==> src/rtl/ci_dispatch_pkg.sv <==
// Shared types and constants for the custom-instruction dispatcher.
package ci_dispatch_pkg;

  typedef enum logic [1:0] {
    ST_IDLE  = 2'd0,
    ST_ISSUE = 2'd1,
    ST_WAIT  = 2'd2,
    ST_RESP  = 2'd3
  } state_e;

  localparam int          NUM_UNITS       = 4;
  localparam logic [31:0] TIMEOUT_RESULT  = 32'hFFFF_FFFF;
  localparam logic [31:0] UNMAPPED_RESULT = 32'h0000_0000;

  // One-hot start vector for the selected unit.
  function automatic logic [NUM_UNITS-1:0] sel_onehot(input logic [1:0] sel);
    return 4'b0001 << sel;
  endfunction

endpackage

==> src/rtl/ci_timeout_timer.sv <==
// Watchdog counter: cleared while a start is issued, counts while waiting,
// and flags the cycle in which the wait budget is exhausted.
module ci_timeout_timer #(
  parameter int unsigned TIMEOUT_CYCLES = 255
) (
  input  logic clock,
  input  logic reset,
  input  logic clear,
  input  logic enable,
  output logic terminal
);

  localparam logic [15:0] TERMINAL_COUNT = 16'(TIMEOUT_CYCLES - 1);

  logic [15:0] count_r;

  // Wait-cycle counter; clear has priority over counting.
  always_ff @(posedge clock or negedge reset) begin
    if (!reset) begin
      count_r <= 16'd0;
    end else if (clear) begin
      count_r <= 16'd0;
    end else if (enable) begin
      count_r <= count_r + 16'd1;
    end else begin
      count_r <= count_r;
    end
  end

  assign terminal = (count_r == TERMINAL_COUNT);

endmodule

==> src/rtl/ci_dispatcher.sv <==
// Routes CPU custom instructions to one of four CI units, waits for the
// selected unit's done (bounded by a watchdog) and returns its result.
module ci_dispatcher
  import ci_dispatch_pkg::*;
#(
  parameter logic [31:0] UNIT_IDS       = 32'h03020100,
  parameter logic [3:0]  UNIT_MASK      = 4'hF,
  parameter int unsigned TIMEOUT_CYCLES = 255
) (
  input  logic         clock,
  input  logic         reset,
  input  logic         cpuStart,
  input  logic [7:0]   cpuCiN,
  input  logic [31:0]  cpuValueA,
  input  logic [31:0]  cpuValueB,
  output logic         cpuDone,
  output logic [31:0]  cpuResult,
  output logic [3:0]   unitStart,
  output logic [31:0]  unitValueA,
  output logic [31:0]  unitValueB,
  output logic [7:0]   unitCiN,
  input  logic [3:0]   unitDone,
  input  logic [127:0] unitResult,
  output logic         timeoutFlag,
  output logic         busy
);

  state_e      state_r;
  logic [1:0]  sel_r;
  logic        cpu_done_r;
  logic [31:0] cpu_result_r;
  logic [3:0]  unit_start_r;
  logic [31:0] value_a_r;
  logic [31:0] value_b_r;
  logic [7:0]  ci_n_r;
  logic        timeout_flag_r;
  logic        busy_r;

  logic [3:0]  match_s;
  logic        hit_s;
  logic [1:0]  hit_sel_s;
  logic        sel_done_s;
  logic [31:0] sel_result_s;
  logic        terminal_s;

  // Decode the incoming CI number; lowest attached unit wins on duplicate IDs.
  always_comb begin
    match_s   = 4'b0000;
    hit_sel_s = 2'd0;
    for (int k = 0; k < NUM_UNITS; k++) begin
      match_s[k] = UNIT_MASK[k] & (cpuCiN == UNIT_IDS[8*k +: 8]);
    end
    for (int k = NUM_UNITS - 1; k >= 0; k--) begin
      if (match_s[k]) begin
        hit_sel_s = 2'(k);
      end else begin
        hit_sel_s = hit_sel_s;
      end
    end
  end

  assign hit_s        = |match_s;
  assign sel_done_s   = unitDone[sel_r];
  assign sel_result_s = unitResult[{sel_r, 5'd0} +: 32];

  ci_timeout_timer #(
    .TIMEOUT_CYCLES (TIMEOUT_CYCLES)
  ) u_timer (
    .clock    (clock),
    .reset    (reset),
    .clear    (state_r == ST_ISSUE),
    .enable   (state_r == ST_WAIT),
    .terminal (terminal_s)
  );

  // Dispatch FSM; all CPU- and unit-facing outputs are registered here.
  always_ff @(posedge clock or negedge reset) begin
    if (!reset) begin
      state_r        <= ST_IDLE;
      sel_r          <= 2'd0;
      cpu_done_r     <= 1'b0;
      cpu_result_r   <= 32'h0000_0000;
      unit_start_r   <= 4'b0000;
      value_a_r      <= 32'h0000_0000;
      value_b_r      <= 32'h0000_0000;
      ci_n_r         <= 8'h00;
      timeout_flag_r <= 1'b0;
      busy_r         <= 1'b0;
    end else begin
      case (state_r)
        ST_IDLE: begin
          cpu_done_r   <= 1'b0;
          cpu_result_r <= 32'h0000_0000;
          unit_start_r <= 4'b0000;
          if (cpuStart) begin
            value_a_r <= cpuValueA;
            value_b_r <= cpuValueB;
            ci_n_r    <= cpuCiN;
            busy_r    <= 1'b1;
            if (hit_s) begin
              sel_r        <= hit_sel_s;
              unit_start_r <= sel_onehot(hit_sel_s);
              state_r      <= ST_ISSUE;
            end else begin
              cpu_done_r   <= 1'b1;
              cpu_result_r <= UNMAPPED_RESULT;
              state_r      <= ST_RESP;
            end
          end
        end
        ST_ISSUE: begin
          unit_start_r <= 4'b0000;
          if (sel_done_s) begin
            cpu_done_r   <= 1'b1;
            cpu_result_r <= sel_result_s;
            state_r      <= ST_RESP;
          end else begin
            state_r <= ST_WAIT;
          end
        end
        ST_WAIT: begin
          // A real done beats a simultaneous timeout.
          if (sel_done_s) begin
            cpu_done_r   <= 1'b1;
            cpu_result_r <= sel_result_s;
            state_r      <= ST_RESP;
          end else if (terminal_s) begin
            cpu_done_r     <= 1'b1;
            cpu_result_r   <= TIMEOUT_RESULT;
            timeout_flag_r <= 1'b1;
            state_r        <= ST_RESP;
          end
        end
        ST_RESP: begin
          cpu_done_r   <= 1'b0;
          cpu_result_r <= 32'h0000_0000;
          busy_r       <= 1'b0;
          state_r      <= ST_IDLE;
        end
        default: begin
          cpu_done_r   <= 1'b0;
          cpu_result_r <= 32'h0000_0000;
          unit_start_r <= 4'b0000;
          busy_r       <= 1'b0;
          state_r      <= ST_IDLE;
        end
      endcase
    end
  end

  assign cpuDone     = cpu_done_r;
  assign cpuResult   = cpu_result_r;
  assign unitStart   = unit_start_r;
  assign unitValueA  = value_a_r;
  assign unitValueB  = value_b_r;
  assign unitCiN     = ci_n_r;
  assign timeoutFlag = timeout_flag_r;
  assign busy        = busy_r;

endmodule

==> config.mk <==
export PLATFORM = sky130hd
export DESIGN_NAME = ci_dispatcher
export DESIGN_NICKNAME = d
export VERILOG_FILES = /design/src/rtl/ci_dispatch_pkg.sv /design/src/rtl/ci_timeout_timer.sv /design/src/rtl/ci_dispatcher.sv
export SDC_FILE = /design/constraint.sdc
export NUM_CORES = 1
export LEC_CHECK = 0
export ABC_AREA = 1
export BUFFER_PORTS_ARGS = -buffer_cell sky130_fd_sc_hd__buf_2
export CORE_AREA = 2 2 122 124
export CTS_BUF_LIST = sky130_fd_sc_hd__clkbuf_16
export DETAILED_ROUTE_END_ITERATION = 7
export DIE_AREA = 0 0 124 126
export GPL_TIMING_DRIVEN = 0
export PLACE_DENSITY = 0.9
export SLEW_MARGIN = 20
export SYNTH_ARGS = -nofsm -noshare
export SYNTH_HDL_FRONTEND = slang
export SYNTH_SLANG_ARGS = --single-unit
==> constraint.sdc <==
create_clock -name clock -period 2.7 [get_ports clock]
set_clock_uncertainty 0.05 [all_clocks]
set_input_delay 0.27 -clock clock [delete_from_list [all_inputs] [get_ports clock]]
set_output_delay 0.27 -clock clock [all_outputs]
set_load 0.005 [all_outputs]
==> out/qor.csv, run 1 <==
metric,value,unit
status,finished clean,
yosysWarnings,0,
r2r_start,state_r[0],
required,2990,ps
ys_ff_latch,131,
grt_util_all_layers,0.3233,
internal-power,5.756,mW
grt_pass1_vias,7736,
r2r_setup_slack,430,ps
power_frac_seq,0.332,
dpl.cell_count,1452,
endpoint_kind,flip-flop,
hold_depth,3,
drv_slew,0,
final_area,9641,um2
core,14310,um2
tightest_slew,555.0,ps
finalNonFillerCells,1535,
syn_inst,950,
wl_per_cell,16.57,um
reg2reg_to,unitValueA[12],
grt_max_degree,70,
yosysSeqAreaShare,0.4865,
drtAntennaViolNets,0,
initial_core_util,0.4707,
fin_crit,2265,ps
syn_area_per_cell,7.092,um2
area_delta_synth_final,43.08,%
layout_common_cells,"524 x nand2_1, 339 x buf_2, 131 x dfrtp_1, 78 x nand3_1, 45 x dlygate4sd3_1",
max_freq,441.4,MHz
yosys.area.top_type_share,0.4865,
synth_top_area_cell,dfrtp_1,
relSlewSlack,0.6300,
grt_antenna_before_repair,6,
grt_pass1_wl,38700,um
row_count,44,
pre_cts_ws,497.7,ps
clkTransAtPathRegs,60,ps
numCtsBuffers,17,
final.period_utilization,0.8391,
p_per_area,1030,nW/um2
dp_hpwl,17210,um
layout_setup_ws,434.5,ps
switching_share,0.4204,
synth_nets,1164,
viasPerCell,5.185,
num-nets-final,1546,
nFillCells,1124,
worstRegToRegCells,8,
min_to,unitValueB[26],
pin_count,318,
clk_latency,410,ps
p_leak,5.547,nW
syn_area,6738,um2
p_sw,4.174,mW
cts_tree,yes,
drt_iter0_drc,613,
fin_tns_setup,0,ps
cp_data_arrival_time,2560,ps
dieArea,15620,um2
setup_violations,0,
final_common_cell,nand2_1,
max-vdd-ir-drop,0.0006079,V
gp_congestion,0.9441,
hp-start,cpuValueB[26],
drc,0,
die_w,124,um
overflow,0,
routed_wl,25430,um
vias,7959,
crit_type,reg -> reg,
cap_violations,0,
worstHoldPathType,in -> reg,
clock-sinks,131,
die_h,126,um
cts.htree.levels,4,
finalHoldViolations,0,
port_buffers,317,
place_area,8592,um2
synth_cell_types,26,
ys_top_cells_by_area,"dfrtp_1 49%, nand2_1 29%, nand3_1 5.8%",
dr.pass1.iters,5,
cp_max_fo,10,
drive_above_1_share,0.2914,
rsz0062_at_grt,false,
root_buffer,clkbuf_16,
cp-start-kind,flip-flop,
cts_buffer_depth,2,
p_clk_frac,0.232,
p_comb_frac,0.436,
cell families after synthesis:
kind of cell    synth area share
compound gates           0.04773
xor+xnor                0.001300
fa+ha+maj                0.01300
buf+inv                  0.05404
flops                     0.4865
simple gates              0.3974
flip-flops by register name, summed over array words and instances, names as in the netlist:
signal,cells
unitValueA,32
cpuDone,1
unitCiN,8
unitStart,4
busy,1
timeoutFlag,1
sel_r,2
unitValueB,32
cpuResult,32
u_timer.count_r,16
state_r,2
final cells by class:
class,instances,area [um2],area share
Clock buffer,17,425.4,0.04413
Buffer,49,240.2,0.02492
Sequential cell,131,3278,0.3400
Clock inverter,15,157.7,0.01635
Antenna cell,6,15.01,0.001557
Tap cell,184,230.2,0.02388
Multi-Input combinational cell,737,3095,0.3211
Timing Repair Buffer,363,2074,0.2152
Inverter,33,123.9,0.01285
worst max path at each step:
stage,from,to,depth (start not counted)
after floorplan,state_r[0],u_timer.count_r[10],10
after global placement,reset,unitValueA[9],1
after CTS,state_r[0],unitValueA[4],8
final,state_r[0],unitValueA[12],8
after detailed placement,state_r[0],unitValueA[4],8
after global routing,state_r[0],unitValueA[6],8
worst max-delay path, cell delays in order, from the launching register on:
cell      delay (ps)
dfrtp_1          430
inv_1            160
ha_1             220
nand2_1          250
inv_2            190
buf_2            260
clkbuf_1         380
nand2_1          130
nand2_1          120
per-layer routing:
metal | part of all wire | GRT usage
met2 | 0.50 | 0.5556
met3 | 0.081 | 0.06250
met1 | 0.37 | 0.3738
met4 | 0.055 | 0.1811
met5 | 0 | 0
stage by stage:
step	total power, mW	utilization	hold slack (ps)
2_1_floorplan	5.615	-	-75.59
3_3_place_gp	7.196	0.5976	406.4
3_5_place_dp	7.352	0.6003	203.0
4_1_cts	9.728	0.6725	0.8870
5_1_grt	10.60	0.6735	4.497
6_report	9.930	0.6735	7.961
repair_timing:
item	4_1_cts	5_1_grt
gates resized for setup	0	0
endpoints found under the hold margin	106	0
buffers inserted	0	0
hold buffers	45	0
synth_stat cells, drive strengths merged:
cell         number
clkbuf           20
xor2              1
a21oi            39
nand2           533
nor2             40
ha                7
dfrtp           131
nand4             7
nor3b             3
inv              33
o22ai             1
a31oi             1
nand3            79
nor3              4
a31o              1
buf              28
o21ai            21
dlygate4sd1       1
power by group through the flow:
stage / clock network (mW) / logic, mW / registers, mW
floorplan: 0 / 2.35 / 3.27
global placement: 0 / 3.98 / 3.21
detailed placement: 0 / 4.12 / 3.23
CTS: 2.32 / 4.18 / 3.23
global route: 2.42 / 4.82 / 3.36
finish: 2.31 / 4.33 / 3.29
(Power assumes the default switching activity.)
==> run 2: changes to the inputs <==
--- a/config.mk
+++ b/config.mk
@@ -5,14 +5,13 @@
 export SDC_FILE = /design/constraint.sdc
 export NUM_CORES = 1
 export LEC_CHECK = 0
-export ABC_AREA = 1
+export ABC_AREA = 0
 export BUFFER_PORTS_ARGS = -buffer_cell sky130_fd_sc_hd__buf_2
-export CORE_AREA = 2 2 122 124
+export CORE_UTILIZATION = 41
 export CTS_BUF_LIST = sky130_fd_sc_hd__clkbuf_16
 export DETAILED_ROUTE_END_ITERATION = 7
-export DIE_AREA = 0 0 124 126
 export GPL_TIMING_DRIVEN = 0
-export PLACE_DENSITY = 0.9
+export PLACE_DENSITY = 0.85
 export SLEW_MARGIN = 20
 export SYNTH_ARGS = -nofsm -noshare
 export SYNTH_HDL_FRONTEND = slang
==> constraint.sdc (replaced) <==
create_clock -name clock -period 2 [get_ports clock]
set_clock_uncertainty 0.05 [all_clocks]
set_input_delay 0.2 -clock clock [delete_from_list [all_inputs] [get_ports clock]]
set_output_delay 0.2 -clock clock [all_outputs]
set_load 0.005 [all_outputs]
==> out/qor.csv, run 2 <==
metric,value,unit,change
status,"complete, but fails checks",,
violations,setup timing,,
fin_crit,2217,ps,-48.06 ps
vias,5612,,-29%
grt_pass1_vias,6088,,-21%
cts_buffer_depth,2,,unchanged
grtUsageMet3,0.06572,,+0.003222
layout_common_cells,"320 x buf_2, 129 x dfrtp_1, 74 x mux2_2, 71 x dlygate4sd3_1, 32 x mux4_2",,
endpoint_kind,flip-flop,,
tightest_slew,658.2,ps,+103.2 ps
yosysWarnings,0,,unchanged
layout_setup_ws,-217.4,ps,-651.9 ps
synth_cell_types,48,,+85%
grt_antenna_before_repair,3,,-3
p_leak,4.672,nW,-16%
root_buffer,clkbuf_16,,
async_flop_share,1.000,,unchanged
drv_slew,0,,unchanged
cap_violations,0,,unchanged
r2r_setup_slack,-220,ps,-650 ps
grt_pass1_wl,32210,um,-17%
final_common_cell,buf_2,,
core,14590,um2,+1.9%
syn_area_per_cell,14.47,um2,+100%
ys_top_cells_by_area,"dfrtp_1 53%, mux2_2 14%, mux4_2 12%",,
initial_core_util,0.4215,,-0.04919
drt_iter0_drc,399,,-35%
dr.pass1.iters,4,,-1
row_count,44,,unchanged
cts_tree,yes,,
path_cells,or4b_1 -> or4_4 -> o21ai_4 -> buf_12 -> buf_8 -> o221a_2,,
cpLargestDelayFamily,simple AND/OR/NAND/NOR gates,,
cp_data_arrival_time,2510,ps,-50 ps
yosys.area.top_type_share,0.5331,,+0.04653
slowest_delay,580,ps,+150 ps
busiest_layer,met2,,
cts.htree.levels,4,,unchanged
gp_congestion,0.8588,,-9.0%
drtAntennaViolNets,0,,unchanged
die_h,124.5,um,-1.2%
required,2300,ps,-690 ps
num-nets-final,1064,,-31%
grt_max_degree,100,,+43%
worstRegToRegCells,6,,-2
yosysSeqAreaShare,0.5331,,+0.04653
setup_violations,35,,+35
hold_depth,3,,unchanged
final.period_utilization,1.109,,+0.2696
grt_util_met1,0.3020,,-0.07186
synth-edff-count,0,,unchanged
ys_ff_latch,131,,unchanged
yosysMostFrequentCell,dfrtp_1,,
hp-start,cpuCiN[0],,
crit_buf_inv,2,,-2
min_to,unitStart[3],,
numCtsBuffers,17,,unchanged
p_per_area,1349,nW/um2,+31%
ys.flop_type,dfrtp_1,,
reg2reg_to,cpuResult[10],,
cp_slowest_cell,or4_4,,
fin_tns_setup,-7058,ps,-7058 ps
dieArea,15490,um2,-0.84%
crit_type,reg -> reg,,
wl_per_cell,19.19,um,+16%
max_freq,451.0,MHz,+2.2%
synth_nets,639,,-45%
relSlewSlack,0.5612,,-0.06880
dpl.cell_count,927,,-36%
pin_count,318,,unchanged
dp_hpwl,13650,um,-21%
routed_wl,20150,um,-21%
drive_above_1_share,0.6269,,+0.3354
r2r_start,u_timer.count_r[15],,
drc,0,,unchanged
globalRouteMet2Util,0.4794,,-0.07623
synth_top_area_cell,dfrtp_1,,
syn_area,6150,um2,-8.7%
finalNonFillerCells,1050,,-32%
finalHoldViolations,0,,unchanged
rsz0062_at_grt,true,,
max-vdd-ir-drop,0.0009837,V,+62%
ys_top_cells_by_count,"131 x dfrtp_1, 75 x mux2_2, 32 x mux4_2, 29 x o221a_2, 17 x clkbuf_1",,
cp_max_fo,7,,-3
cp-start-kind,flip-flop,,
clk_latency,410,ps,about the same
viasPerCell,5.345,,+3.1%
clkTransAtPathRegs,60,ps,about the same
die_w,124.5,um,+0.38%
area_delta_synth_final,58.07,%,
clock-sinks,131,,unchanged
syn_inst,425,,-55%
port_buffers,317,,unchanged
worstHoldPathType,in -> reg,,
grt_util_all_layers,0.2675,,-0.05581
overflow,0,,unchanged
## run 2: cell type report
class / count / area (um2)
Antenna cell: 3 / 7.507
Buffer: 27 / 205.2
Clock buffer: 17 / 425.4
Clock inverter: 15 / 231.5
Fill cell: 1018 / 4868
Inverter: 9 / 33.78
Multi-Input combinational cell: 257 / 2805
Sequential cell: 131 / 3281
Tap cell: 184 / 230.2
Timing Repair Buffer: 407 / 2501
## run 2: timing repair
item,CTS,global route
endpoints found under the hold margin,120,0
endpoints found under the setup margin,114,67
pin swaps,4,6
gates resized for setup,26,20
buffers inserted,11,4
cloned,3,0
hold buffers,71,0
## run 2: how the worst max path moves through the flow
| stage | cells past startpoint | start | slack (ps) | endpoint |
|---|---|---|---|---|
| after floorplan | 5 | u_timer.count_r[9] | -110 | cpuResult[0] |
| after global placement | 1 | reset | -1120 | unitValueA[31] |
| after detailed placement | 6 | sel_r[1] | -450 | cpuResult[2] |
| after CTS | 6 | u_timer.count_r[10] | -250 | cpuResult[10] |
| after global routing | 6 | u_timer.count_r[14] | -260 | cpuResult[5] |
| final | 6 | u_timer.count_r[15] | -220 | cpuResult[10] |
## run 2: routing by layer
layer	up-vias	routed length, um
li1	2501	-
met1	2834	7564
met2	228	10890
met3	49	1029
met4	0	665
met5	-	0
## run 2: logic make-up after synthesis
logic type	Yosys count	share of synthesized area
DFF	131	0.5331
muxes	112	0.2627
and+or+nand+nor	69	0.06023
AOI/OAI and AO/OA	63	0.09400
buffers and inverters	37	0.02726
adders and majority gates	7	0.01424
xor gates and xnor gates	6	0.008545
## run 2: through the flow
step / utilization / power (mW) / worst slack (ps) / hold WS [ps] / area [um2]
after floorplan: - / 7.021 / -105.4 / -145.6 / 6191
after global placement: 0.5489 / 8.829 / -1122 / 380.9 / 8008
after detailed placement: 0.5515 / 9.048 / -446.4 / 25.66 / 8045
after CTS: 0.6577 / 12.91 / -247.0 / 38.08 / 9595
after global routing: 0.6663 / 13.82 / -258.5 / 61.95 / 9721
final: 0.6663 / 13.11 / -217.4 / 53.60 / 9721
## run 2: tightest hold or removal path, delay by kind of cell
kind            cells  cell delay, ps
buf+inv             1             130
simple gates        1              80
compound gates      1              60
## run 2: power breakdown
part | switching [mW] | total [mW] | internal (mW)
Clock | 1.22 | 3.45 | 2.23
Combinational | 2.32 | 5.16 | 2.84
Sequential | 0.688 | 4.50 | 3.81
==> run 3: changes to the inputs <==
--- a/config.mk
+++ b/config.mk
@@ -11,8 +11,11 @@
 export CTS_BUF_LIST = sky130_fd_sc_hd__clkbuf_16
 export DETAILED_ROUTE_END_ITERATION = 7
 export GPL_TIMING_DRIVEN = 0
+export HOLD_SLACK_MARGIN = 0.06
 export PLACE_DENSITY = 0.85
+export SKIP_CTS_REPAIR_TIMING = 1
 export SLEW_MARGIN = 20
 export SYNTH_ARGS = -nofsm -noshare
 export SYNTH_HDL_FRONTEND = slang
 export SYNTH_SLANG_ARGS = --single-unit
+export TNS_END_PERCENT = 100
==> out/qor.csv, run 3 (same netlist as run 2, synthesis figures left out) <==
metric,value,unit,change
status,"complete, but fails checks",,
violations,setup timing,,
rsz0062_at_grt,true,,
path_cells,or4_1 -> or4_4 -> o21ai_4 -> buf_12 -> buf_8 -> o221a_2,,
place_area,8045,um2,unchanged
endpoint_kind,flip-flop,,
crit_type,reg -> reg,,
final.period_utilization,1.163,,+0.05446
cap_violations,0,,unchanged
num-nets-final,1064,,unchanged
root_buffer,clkbuf_16,,
p_leak,4.707,nW,+0.74%
die_h,124.5,um,unchanged
overflow,0,,unchanged
tightest_slew,668.8,ps,+10.59 ps
grt_max_degree,100,,unchanged
dieArea,15490,um2,unchanged
p_per_area,1353,nW/um2,+0.35%
cp_data_arrival_time,2620,ps,+110 ps
grtUsageMet3,0.06357,,-0.002148
cp_slowest_cell,or4_4,,
dpl.cell_count,927,,unchanged
crit_buf_inv,2,,unchanged
vias,5686,,+1.3%
initial_core_util,0.4215,,unchanged
worstHoldPathType,in -> reg,,
setup_violations,36,,+2.9%
grt_pass1_wl,28420,um,-12%
busiest_layer,met2,,
dp_hpwl,13650,um,unchanged
area_delta_synth_final,58.88,%,
final_area,9771,um2,+0.51%
cts_tree,yes,,
max-vdd-ir-drop,0.0009856,V,+0.19%
cp_max_fo,7,,unchanged
fin_crit,2326,ps,+108.9 ps
drive_above_1_share,0.6292,,+0.002317
clock-sinks,131,,unchanged
max_freq,429.9,MHz,-4.7%
cts.htree.levels,4,,unchanged
final_common_cell,buf_2,,
finalNonFillerCells,1051,,+0.095%
row_count,44,,unchanged
clk_latency,410,ps,about the same
port_buffers,317,,unchanged
clkTransAtPathRegs,60,ps,about the same
required,2290,ps,about the same
numCtsBuffers,17,,unchanged
cpLargestDelayFamily,simple AND/OR/NAND/NOR gates,,
grt_util_all_layers,0.2354,,-0.03211
multiInputGateArea,2858,um2,+1.9%
drtAntennaViolNets,0,,unchanged
slowest_delay,580,ps,about the same
finalHoldViolations,0,,unchanged
grt_pass1_vias,5412,,-11%
cp-start-kind,flip-flop,,
seqCellArea,3281,um2,unchanged
grt_antenna_before_repair,4,,+1
relSlewSlack,0.5542,,-0.007058
drv_slew,0,,unchanged
wl_per_cell,19.77,um,+3.0%
r2r_setup_slack,-330,ps,-110 ps
cts_buffer_depth,2,,unchanged
nFillCells,1012,,-0.59%
core,14590,um2,unchanged
dr.pass1.iters,4,,unchanged
globalRouteMet2Util,0.4092,,-0.07020
grt_util_met1,0.2786,,-0.02338
viasPerCell,5.410,,+1.2%
layout_common_cells,"318 x buf_2, 129 x dfrtp_1, 74 x mux2_2, 72 x dlygate4sd3_1, 32 x mux4_2",,
die_w,124.5,um,unchanged
hold_ws,72.38,ps,+18.77 ps
pin_count,318,,unchanged
layout_setup_ws,-326.3,ps,-108.9 ps
drc,0,,unchanged
drt_iter0_drc,321,,-20%
routed_wl,20770,um,+3.1%
gp_congestion,0.8588,,unchanged
## run 3: changes by cell type in the layout (fill, tap and decap cells not counted), sizes merged
cell,change
buf,-2
clkbuf,+1
diode,+1
dlygate4sd3,+1
## run 3: area by class of cell
| cell class | count | share of cell area |
|---|---|---|
| clock buffer | 17 | 0.04354 |
| multi-input combinational | 257 | 0.2925 |
| timing repair buffer | 407 | 0.2559 |
| antenna | 4 | 0.001024 |
| sequential | 131 | 0.3358 |
| inverter | 9 | 0.003714 |
| buffer | 27 | 0.02036 |
| clock inverter | 15 | 0.02369 |
| tap | 184 | 0.02356 |
## run 3: per-layer routing
layer  wire [um]  share of wire
met3        1074          0.052
met5           0              0
met1        7795           0.38
met2       11210           0.54
met4         695          0.033
## run 3: metrics by stage
stage	TNS, ps	total power, mW	utilization	worst slack (ps)
after floorplan	-3309	7.021	-	-105.4
after global placement	-174990	8.829	0.5489	-1122
after detailed placement	-34180	9.048	0.5515	-446.4
after CTS	-36730	12.56	0.5965	-467.4
after global routing	-10770	13.88	0.6697	-347.8
final	-9834	13.22	0.6697	-326.3
## run 3: worst register-to-register path, cell delays in order, from the launching register on
cell     delay (ps)
dfrtp_1         400
or4_1           540
or4_4           580
o21ai_4         210
buf_12          160
buf_8           120
o221a_2         190
## run 3: path summary, 6_finish.rpt
| kind | start | end | cells past startpoint |
|---|---|---|---|
| min | cpuCiN[1] | unitStart[3] | 3 |
| max reg2reg | u_timer.count_r[13] | cpuResult[14] | 6 |
| min in group asynchronous | reset | unitCiN[1] | 2 |
| min reg2reg | timeoutFlag | timeoutFlag | 1 |
| max in group asynchronous | reset | unitValueA[19] | 3 |
| max | u_timer.count_r[13] | cpuResult[14] | 6 |
## run 3: power breakdown
group / switching (mW) / total [mW] / internal (mW)
sequential: 0.746 / 4.56 / 3.81
clock: 1.22 / 3.45 / 2.23
combinational: 2.33 / 5.21 / 2.88
